### src/rtl/c0_read_arbiter.sv
// rtl/c0_read_arbiter.sv - two-requester round-robin read arbiter for the c0 host read channel
// Grants are combinational; the c0Tx request is registered, so it issues one cycle after the grant.
module c0_read_arbiter #(
  parameter int ADDR_W  = 42,
  parameter int MAX_OUT = 32
) (
  input  logic              clk,
  input  logic              reset,
  input  logic              enable,
  input  logic [1:0]        req_valid,
  input  logic [ADDR_W-1:0] req_addr0,
  input  logic [ADDR_W-1:0] req_addr1,
  output logic [1:0]        req_ack,
  input  logic              c0TxAlmFull,
  output logic              c0TxValid,
  output logic [ADDR_W-1:0] c0TxAddr,
  output logic [15:0]       c0TxMdata,
  input  logic              c0RxRdValid,
  input  logic [15:0]       c0RxMdata,
  output logic [1:0]        rsp_valid,
  output logic [7:0]        outstanding0,
  output logic [7:0]        outstanding1,
  output logic              idle
);

  localparam logic [7:0] MAX_C = 8'(MAX_OUT);

  logic            r_last_grant;
  logic [7:0]      r_cnt0;
  logic [7:0]      r_cnt1;
  logic            r_err;
  logic            r_tx_valid;
  logic [ADDR_W-1:0] r_tx_addr;
  logic [15:0]     r_tx_mdata;

  logic [1:0]      w_elig;
  logic [1:0]      w_gnt;
  logic [1:0]      w_dec;
  logic            w_unused_mdata;

  // Tag bits above the requester id are never produced by this block.
  assign w_unused_mdata = ^c0RxMdata[15:1];

  assign w_elig[0] = req_valid[0] & enable & ~c0TxAlmFull & (r_cnt0 < MAX_C);
  assign w_elig[1] = req_valid[1] & enable & ~c0TxAlmFull & (r_cnt1 < MAX_C);

  always_comb begin
    w_gnt = 2'b00;
    if (reset) begin
      if (&w_elig) begin
        w_gnt = r_last_grant ? 2'b01 : 2'b10;
      end else begin
        w_gnt = w_elig;
      end
    end
  end

  assign req_ack   = w_gnt;
  assign w_dec[0]  = c0RxRdValid & ~c0RxMdata[0];
  assign w_dec[1]  = c0RxRdValid &  c0RxMdata[0];
  assign rsp_valid = w_dec;

  always_ff @(posedge clk) begin
    if (!reset) begin
      r_last_grant <= 1'b1;
      r_tx_valid   <= 1'b0;
      r_tx_addr    <= '0;
      r_tx_mdata   <= '0;
    end else begin
      r_tx_valid <= |w_gnt;
      if (|w_gnt) begin
        r_last_grant <= w_gnt[1];
        r_tx_addr    <= w_gnt[1] ? req_addr1 : req_addr0;
        r_tx_mdata   <= {15'b0, w_gnt[1]};
      end
    end
  end

  // A response with nothing in flight saturates at zero and latches the error flag.
  always_ff @(posedge clk) begin
    if (!reset) begin
      r_cnt0 <= '0;
      r_cnt1 <= '0;
      r_err  <= 1'b0;
    end else begin
      unique case ({w_gnt[0], w_dec[0]})
        2'b10:   r_cnt0 <= r_cnt0 + 8'd1;
        2'b01:   if (r_cnt0 == 8'd0) r_err <= 1'b1; else r_cnt0 <= r_cnt0 - 8'd1;
        default: r_cnt0 <= r_cnt0;
      endcase
      unique case ({w_gnt[1], w_dec[1]})
        2'b10:   r_cnt1 <= r_cnt1 + 8'd1;
        2'b01:   if (r_cnt1 == 8'd0) r_err <= 1'b1; else r_cnt1 <= r_cnt1 - 8'd1;
        default: r_cnt1 <= r_cnt1;
      endcase
    end
  end

  assign c0TxValid    = r_tx_valid;
  assign c0TxAddr     = r_tx_addr;
  assign c0TxMdata    = r_tx_mdata;
  assign outstanding0 = r_cnt0;
  assign outstanding1 = r_cnt1;
  assign idle         = (r_cnt0 == 8'd0) && (r_cnt1 == 8'd0) && !r_tx_valid && !r_err;

endmodule
### config.mk
export PLATFORM = sky130hd
export DESIGN_NAME = c0_read_arbiter
export DESIGN_NICKNAME = d
export VERILOG_FILES = /design/src/rtl/c0_read_arbiter.sv
export SDC_FILE = /design/constraint.sdc
export NUM_CORES = 1
export LEC_CHECK = 0
export BUFFER_PORTS_ARGS = -buffer_cell sky130_fd_sc_hd__clkbuf_2
export CORE_AREA = 2 2 88 107
export DETAILED_ROUTE_END_ITERATION = 8
export DIE_AREA = 0 0 90 109
export PLACE_DENSITY = 0.75
export SYNTH_ARGS = -nofsm -noshare
export SYNTH_HDL_FRONTEND = slang
export SYNTH_SLANG_ARGS = --single-unit
### constraint.sdc
create_clock -name clk -period 3.1 [get_ports clk]
set_input_delay 0.93 -clock clk [delete_from_list [all_inputs] [get_ports clk]]
set_output_delay 0.93 -clock clk [all_outputs]
set_load 0.1 [all_outputs]
Word level (Yosys, flattened, before mapping). Index checks and enable logic that the tools add are counted.

Magnitude comparators: 2. Muxes and demuxes: 12. Bitwise logic cells: 10. Reduce and logical (&&, ||, !) cells: 13. Eq/ne operators: 6. Add/subtract/negate cells: 4.

Operators with widths (number): 2-to-1 mux 42 bit (1); one-hot mux 8 bit (2 select lines) (2); adder 8 x 1 -> 8 bit (second input constant) (2); zero test 8 bit (2); less-than comparator 8 x 6 -> 1 bit (second input constant) (2); 2-to-1 mux 8 bit (2); subtractor 8 x 1 -> 8 bit (second input constant) (2); AND 1 bit (8); 2-to-1 mux 2 bit (3); AND reduction 2 bit (3); == test 2 x 1 -> 1 bit (second input constant) (2); == test 2 bit (second input constant) (2); 2-to-1 mux 1 bit (4); != test 2 bit (second input constant) (2); nonzero test 2 bit (2); logical AND 1 bit (3); zero test 1 bit (2); NOT 1 bit (2); OR reduction 2 bit (1).

Output and inout bits: 80. Word-level logic and storage cells: 54. Input port bits: 107. Flip-flop bits (word level): 62.

Depth between registers and ports, before layout. Gate-level depths: netlist (run 1).

Depth after elaboration: 10. Mapped depth: 12. Depth with buffers taken out: 10.

Worst setup path before layout (run 1). OpenSTA, ideal clock, no wires.

Kind: register to output. Start: register r_cnt1[1] (netlist: outstanding1[1]). End: output port idle. Arrival time: 4.196 ns. Path buffers: 1. Setup slack: -2.026 ns. Cell stages (with the launch flop): 5. Data required time: 2.170 ns. Cell sequence: dfxtp_1 -> buf_2 -> nor3_2 -> nand3_1 -> nor4_1.

Longest elaborated chain between the ends: 4.

RTL lines: start: declaration (RTL line 30) `logic [7:0] r_cnt1;`; start signal: assignment (RTL line 92) `2'b10: r_cnt1 <= r_cnt1 + 8'd1;`; start signal: assignment (RTL line 94) `default: r_cnt1 <= r_cnt1;`; zero test 8 bit (RTL line 104) `assign idle = (r_cnt0 == 8'd0) && (r_cnt1 == 8'd0) && !r_tx_valid && !r_err;`; logical AND 1 bit (3 in series) (RTL line 104); end: declaration (RTL line 23) `output logic idle`.

No other way between the ends.

Final worst setup path (run 1). Ends and elaborated chain as after synthesis.

==> impl_metrics.env, run 1 <==
export IMPL_finalCritPeriodShare_pct=95.7
export IMPL_fmax_ghz=0.337
export IMPL_cap_violations=0
export IMPL_p_leak_uw=0.00200
export IMPL_status="completed"
export IMPL_crit_path_start="outstanding1[1]"
export IMPL_coreArea_um2=8840
export IMPL_synth_largest_area_cell="dfxtp_1"
export IMPL_synth_main_ff_cell="dfxtp_1"
export IMPL_yosysSeqAreaShare_pct=35.4
export IMPL_synth_cell_type_count=58
export IMPL_grt_max_degree=53
export IMPL_grt_overflow=0
export IMPL_p_comb_share_pct=45.3
export IMPL_global_route_usage_total_pct=18.6
export IMPL_endpoint_kind="output pin"
export IMPL_reg2reg_depth=10
export IMPL_cp_required_ns=2.17
export IMPL_syn_area_um2=3500
export IMPL_wl_per_cell_um=13.8
export IMPL_root_buffer="clkbuf_8"
export IMPL_min_period_ns=2.97
export IMPL_fin_worst_skew_ns=0.00961
export IMPL_cts_sinks=62
export IMPL_hold_class="reg -> reg"
export IMPL_drt_pass1_iterations=4
export IMPL_setup_viol=0
export IMPL_clk_transition_reported_paths_ns=0.06
export IMPL_start_kind="flip-flop"
export IMPL_io_pins=187
export IMPL_synth_cells=373
export IMPL_dp_hpwl_um=6650
export IMPL_num_vias=3354
export IMPL_cts_max_path_buffers=2
export IMPL_yosysMostFrequentCell="dfxtp_1"
export IMPL_cts_tree="yes"
export IMPL_slew_viol_final=0
export IMPL_ys_warn_count=0
export IMPL_initial_core_util_pct=39.6
export IMPL_power_frac_clock_pct=21.5
export IMPL_htreeDepth=3
export IMPL_worstPathMaxFanout=9
export IMPL_finalInstanceArea_um2=4630
export IMPL_arrival_ns=2.04
export IMPL_peakVddDrop_v=0.000452
export IMPL_die_h_um=109
export IMPL_ys_ff_latch=62
export IMPL_reg2reg_slack_ns=0.64
export IMPL_critical_path_class="reg -> out"
export IMPL_hold_buffers=0
export IMPL_drt_vias_per_instance=5.13
export IMPL_synthArstFlopShare_pct=0
export IMPL_grt_pass1_vias=3178
export IMPL_insertion_delay_ns=0.34
export IMPL_grt_pass1_wl_um=14800
export IMPL_p_seq_share_pct=33.2
export IMPL_p_per_area_nw_per_um2=626
export IMPL_internal_power_uw=1510
export IMPL_finalSetupTns_ns=0
export IMPL_drc=0
export IMPL_die_area_um2=9810
export IMPL_synth_common_cells="dfxtp_1, nor2_1, mux2i_1"
export IMPL_finalWorstSetupSlack_ns=0.133
export IMPL_worst_slew_pin_slew_ns=0.751
export IMPL_slew_headroom_pct=49.9
export IMPL_hold_start="c0TxMdata[0]"
export IMPL_synth_top_area_share_pct=35.4
export IMPL_hold_viol_final=0
export IMPL_r2r_start="outstanding1[5]"
export IMPL_rsz0062_at_grt="no"
export IMPL_port_buffer_count=156
export IMPL_areaGrowthSynthToFinish_pct=32.1
export IMPL_grt_antenna_before_repair=0
export IMPL_drtAntennaViolNets=0
export IMPL_drt_initial_drc_count=82
export IMPL_switching_share_pct=47.8
export IMPL_synth_area_leaders="dfxtp_1, mux2i_1, a211oi_2"
export IMPL_drive_gt1_share_pct=43.6
export IMPL_preCtsSetupSlack_ns=0.0458
export IMPL_rows=38
export IMPL_hold_depth=2
export IMPL_gp_congestion=0.824
export IMPL_numCtsBuffers=9
export IMPL_antenna_cells=0
export IMPL_avgSynthCellArea_um2=9.39
export IMPL_synth_edf_count=0
export IMPL_p_switching_uw=1390
export IMPL_totalWireLength_um=9010
export IMPL_die_x_um=90
export IMPL_r2r_end="outstanding0[6]"
export IMPL_holdPathEnd="c0TxMdata[0]"
export IMPL_nets=645
export IMPL_place_area_um2=4460
-- metrics by stage --
stage                     cells  total power (uW)  utilization [%]  hold WS (ns)
after detailed placement    639              2290             50.4         0.451
after CTS                   654              2920             52.3         0.469
after global placement      639              2260             50.4         0.455
after global routing        654              3050             52.3         0.498
after floorplan             387              2060                -         0.442
final                       654              2900             52.3         0.466
-- cells in the final DEF (no fill, tap or decap), types with 3 or more instances in the layout --
| master | synthesis | routed |
|---|---|---|
| a211oi_1 | 16 | 16 |
| a211oi_2 | 27 | 27 |
| a21oi_1 | 9 | 9 |
| a22oi_1 | 3 | 3 |
| and3_1 | 3 | 3 |
| buf_12 | 0 | 3 |
| buf_4 | 16 | 14 |
| clkbuf_1 | 10 | 3 |
| clkbuf_2 | 0 | 152 |
| clkbuf_8 | 0 | 11 |
| conb_1 | 1 | 15 |
| dfxtp_1 | 62 | 53 |
| dfxtp_2 | 0 | 8 |
| ha_1 | 7 | 7 |
| inv_1 | 8 | 8 |
| mux2i_1 | 48 | 48 |
| nand2_1 | 11 | 11 |
| nand2b_1 | 4 | 4 |
| nand3_1 | 13 | 13 |
| nor2_1 | 50 | 49 |
| nor2b_1 | 4 | 3 |
| nor3_1 | 9 | 9 |
| o211ai_1 | 3 | 3 |
| o21a_1 | 3 | 3 |
| o21ai_0 | 9 | 8 |
| xor2_1 | 3 | 3 |
-- layout make-up --
cell class | instances | area, um2
Clock buffer | 14 | 163
Timing Repair Buffer | 170 | 931
Clock inverter | 1 | 5.00
Tap cell | 120 | 150
Sequential cell | 62 | 1250
Multi-Input combinational cell | 278 | 2090
Inverter | 9 | 33.8
Fill cell | 835 | 4220
-- repair_timing --
action                                  4_1_cts  5_1_grt
resized for setup                             0        1
endpoints found under the setup margin        0        1
buffers inserted                              0        0
-- routing by layer --
layer	routed length (um)	share of wire (%)	GRT usage, %
met5	0	0	0
met4	133	1.5	8.46
met3	572	6.3	4.56
met2	4640	51	33.9
met1	3670	41	20.7
-- logic make-up after synthesis --
kind of cell	after synthesis	share of synthesized area (%)
simple gates	114	16.7
compound gates	89	22.1
flops	62	35.4
mux	48	13.7
buf+inv	47	7.89
fa+ha+maj	8	3.07
xor+xnor	4	1.00
other cells	1	0.107
-- critical path, cell delays in order, from the launching register on --
cell and delay, ns:
dfxtp_4 0.38, nor3_2 0.30, nand3_1 0.22, nor4_4 0.32, buf_2 0.47
-- power groups by stage --
stage | Clock [uW] | Sequential [uW] | Combinational [uW]
final | 623 | 962 | 1310
after global routing | 686 | 975 | 1390
after CTS | 645 | 961 | 1320
after detailed placement | 0 | 978 | 1310
after global placement | 0 | 974 | 1290
after floorplan | 0 | 1490 | 573
-- how the worst max path moves through the flow --
stage / to / slack, ns / depth (start not counted)
after floorplan: idle / -0.07 / 3
after global placement: outstanding0[6] / 0.10 / 11
after detailed placement: outstanding1[6] / 0.05 / 12
after CTS: idle / 0.09 / 4
after global routing: idle / 0.01 / 4
final: idle / 0.13 / 4
-- sequential cells by signal, indices dropped and copies added (netlist names) --
name and cells:
outstanding1 8, c0TxMdata 1, c0TxValid 1, outstanding0 8, c0TxAddr 42, r_err 1, r_last_grant 1
No activity file was read; power rests on OpenSTA's default activity.
==> inputs of run 2 (changes only) <==
- CORE_AREA: 2 2 88 107 -> 2 2 87 106
- CTS_BUF_LIST: default -> sky130_fd_sc_hd__clkbuf_4
- DIE_AREA: 0 0 90 109 -> 0 0 89 108
- PLACE_DENSITY: 0.75 -> 0.77
==> impl_metrics.env, run 2 (same netlist as run 1, synthesis figures left out) <==
export IMPL_finalInstanceArea_um2=4570
export IMPL_dp_hpwl_um=6740
export IMPL_critPathCapture="idle"
export IMPL_switching_share_pct=50.4
export IMPL_status="completed"
export IMPL_worstPathMaxFanout=9
export IMPL_port_buffer_count=156
export IMPL_p_leak_uw=0.00198
export IMPL_p_total_uw=2750
export IMPL_io_pins=187
export IMPL_multi_input_area_um2=2090
export IMPL_clk_transition_reported_paths_ns=0.10
export IMPL_drt_initial_drc_count=103
export IMPL_final_cell_mix="clkbuf_2, dfxtp_1, nor2_1"
export IMPL_die_x_um=89
export IMPL_worst_slew_pin_slew_ns=0.754
export IMPL_largest_register_ffs=42
export IMPL_r2r_end="outstanding1[6]"
export IMPL_power_frac_clock_pct=17.2
export IMPL_min_period_ns=2.89
export IMPL_drt_vias_per_instance=5.10
export IMPL_finalCritPeriodShare_pct=93.3
export IMPL_cts_sinks=62
export IMPL_htreeDepth=3
export IMPL_cts_tree="yes"
export IMPL_reg2reg_depth=10
export IMPL_areaGrowthSynthToFinish_pct=30.5
export IMPL_endpoint_kind="output pin"
export IMPL_coreArea_um2=8520
export IMPL_wl_per_cell_um=13.8
export IMPL_initial_core_util_pct=41.1
export IMPL_crit_path_start="outstanding1[1]"
export IMPL_hold_viol_final=0
export IMPL_cts_max_path_buffers=2
export IMPL_cp_required_ns=2.17
export IMPL_fin_util_pct=53.7
export IMPL_hold_class="reg -> reg"
export IMPL_p_per_area_nw_per_um2=601
export IMPL_die_area_um2=9610
export IMPL_setup_viol=0
export IMPL_numCtsBuffers=9
export IMPL_fillers=808
export IMPL_drtAntennaViolNets=0
export IMPL_gp_congestion=0.871
export IMPL_internal_power_uw=1360
export IMPL_grt_max_degree=87
export IMPL_layout_commonest_cell="clkbuf_2"
export IMPL_cap_violations=0
export IMPL_nets=645
export IMPL_slew_viol_final=0
export IMPL_finalSetupTns_ns=0
export IMPL_p_seq_share_pct=35.0
export IMPL_rsz0062_at_grt="no"
export IMPL_global_route_usage_total_pct=18.8
export IMPL_die_h_um=108
export IMPL_insertion_delay_ns=0.42
export IMPL_fmax_ghz=0.346
export IMPL_num_vias=3331
export IMPL_start_kind="flip-flop"
export IMPL_hold_depth=2
export IMPL_slew_headroom_pct=49.8
export IMPL_fin_worst_skew_ns=0.0128
export IMPL_grt_pass1_wl_um=14000
export IMPL_drc=0
export IMPL_drive_gt1_share_pct=44.1
export IMPL_arrival_ns=1.96
export IMPL_peakVddDrop_v=0.000331
export IMPL_drt_pass1_iterations=4
export IMPL_seqCellArea_um2=1250
export IMPL_place_area_um2=4460
export IMPL_grt_overflow=0
export IMPL_p_switching_uw=1380
export IMPL_worst_hold_slack_ns=0.469
export IMPL_cts_setup_buffers=0
export IMPL_p_comb_share_pct=47.8
export IMPL_reg2reg_slack_ns=0.64
export IMPL_totalWireLength_um=9040
export IMPL_r2r_start="outstanding0[7]"
export IMPL_critical_path_class="reg -> out"
export IMPL_rows=37
export IMPL_grt_antenna_before_repair=1
export IMPL_grt_pass1_vias=3210
export IMPL_root_buffer="clkbuf_4"
[run 2: cell types whose count changed in the layout (fill, tap and decap cells not counted), sizes merged]
cell      delta
clkinvlp     +1
buf          -1
clkinv       +3
clkbuf       -2
diode        +1
[run 2: worst min path at each step]
stage	from	to
after floorplan	r_last_grant	r_last_grant
after global placement	c0TxMdata[0]	c0TxMdata[0]
after detailed placement	c0TxMdata[0]	c0TxMdata[0]
after CTS	c0TxMdata[0]	c0TxMdata[0]
after global routing	c0TxMdata[0]	c0TxMdata[0]
final	c0TxMdata[0]	c0TxMdata[0]
[run 2: worst max-delay path, stage by stage, from the launching register on]
cell and delay [ns]:
dfxtp_4 0.39, nor3_2 0.27, nand3_1 0.21, nor4_4 0.30, clkbuf_4 0.37
[run 2: metrics by stage]
stage	cells	setup slack, ns
3_3_place_gp	636	0.108
4_1_cts	652	0.0182
6_report	653	0.207
5_1_grt	653	0.0736
3_5_place_dp	636	0.0590
2_1_floorplan	387	-0.0716
[run 2: per-layer routing]
layer	part of all wire [%]	vias to the layer above	GRT usage [%]
met5	0	-	0
met4	2.3	0	10.7
met3	7.3	16	3.36
met2	53	132	35.0
met1	38	1526	19.2
li1	-	1657	-
[run 2: power by group through the flow]
stage / Combinational [uW] / Sequential (uW) / Clock, uW
6_report: 1310 / 962 / 472
5_1_grt: 1380 / 977 / 519
4_1_cts: 1320 / 962 / 493
3_5_place_dp: 1310 / 980 / 0
3_3_place_gp: 1290 / 974 / 0
2_1_floorplan: 573 / 1490 / 0
[run 2: area by class of cell]
class | instances | area share (%)
Multi-Input combinational cell | 278 | 45.7
Sequential cell | 62 | 27.5
Timing Repair Buffer | 170 | 20.4
Tap cell | 117 | 3.20
Clock buffer | 11 | 1.81
Inverter | 9 | 0.739
Clock inverter | 5 | 0.575
Antenna cell | 1 | 0.0547
[run 2: repair_timing]
item / CTS / global route
hold buffers: 0 / 0
endpoints found under the setup margin: 0 / 1
resized for setup: 0 / 2
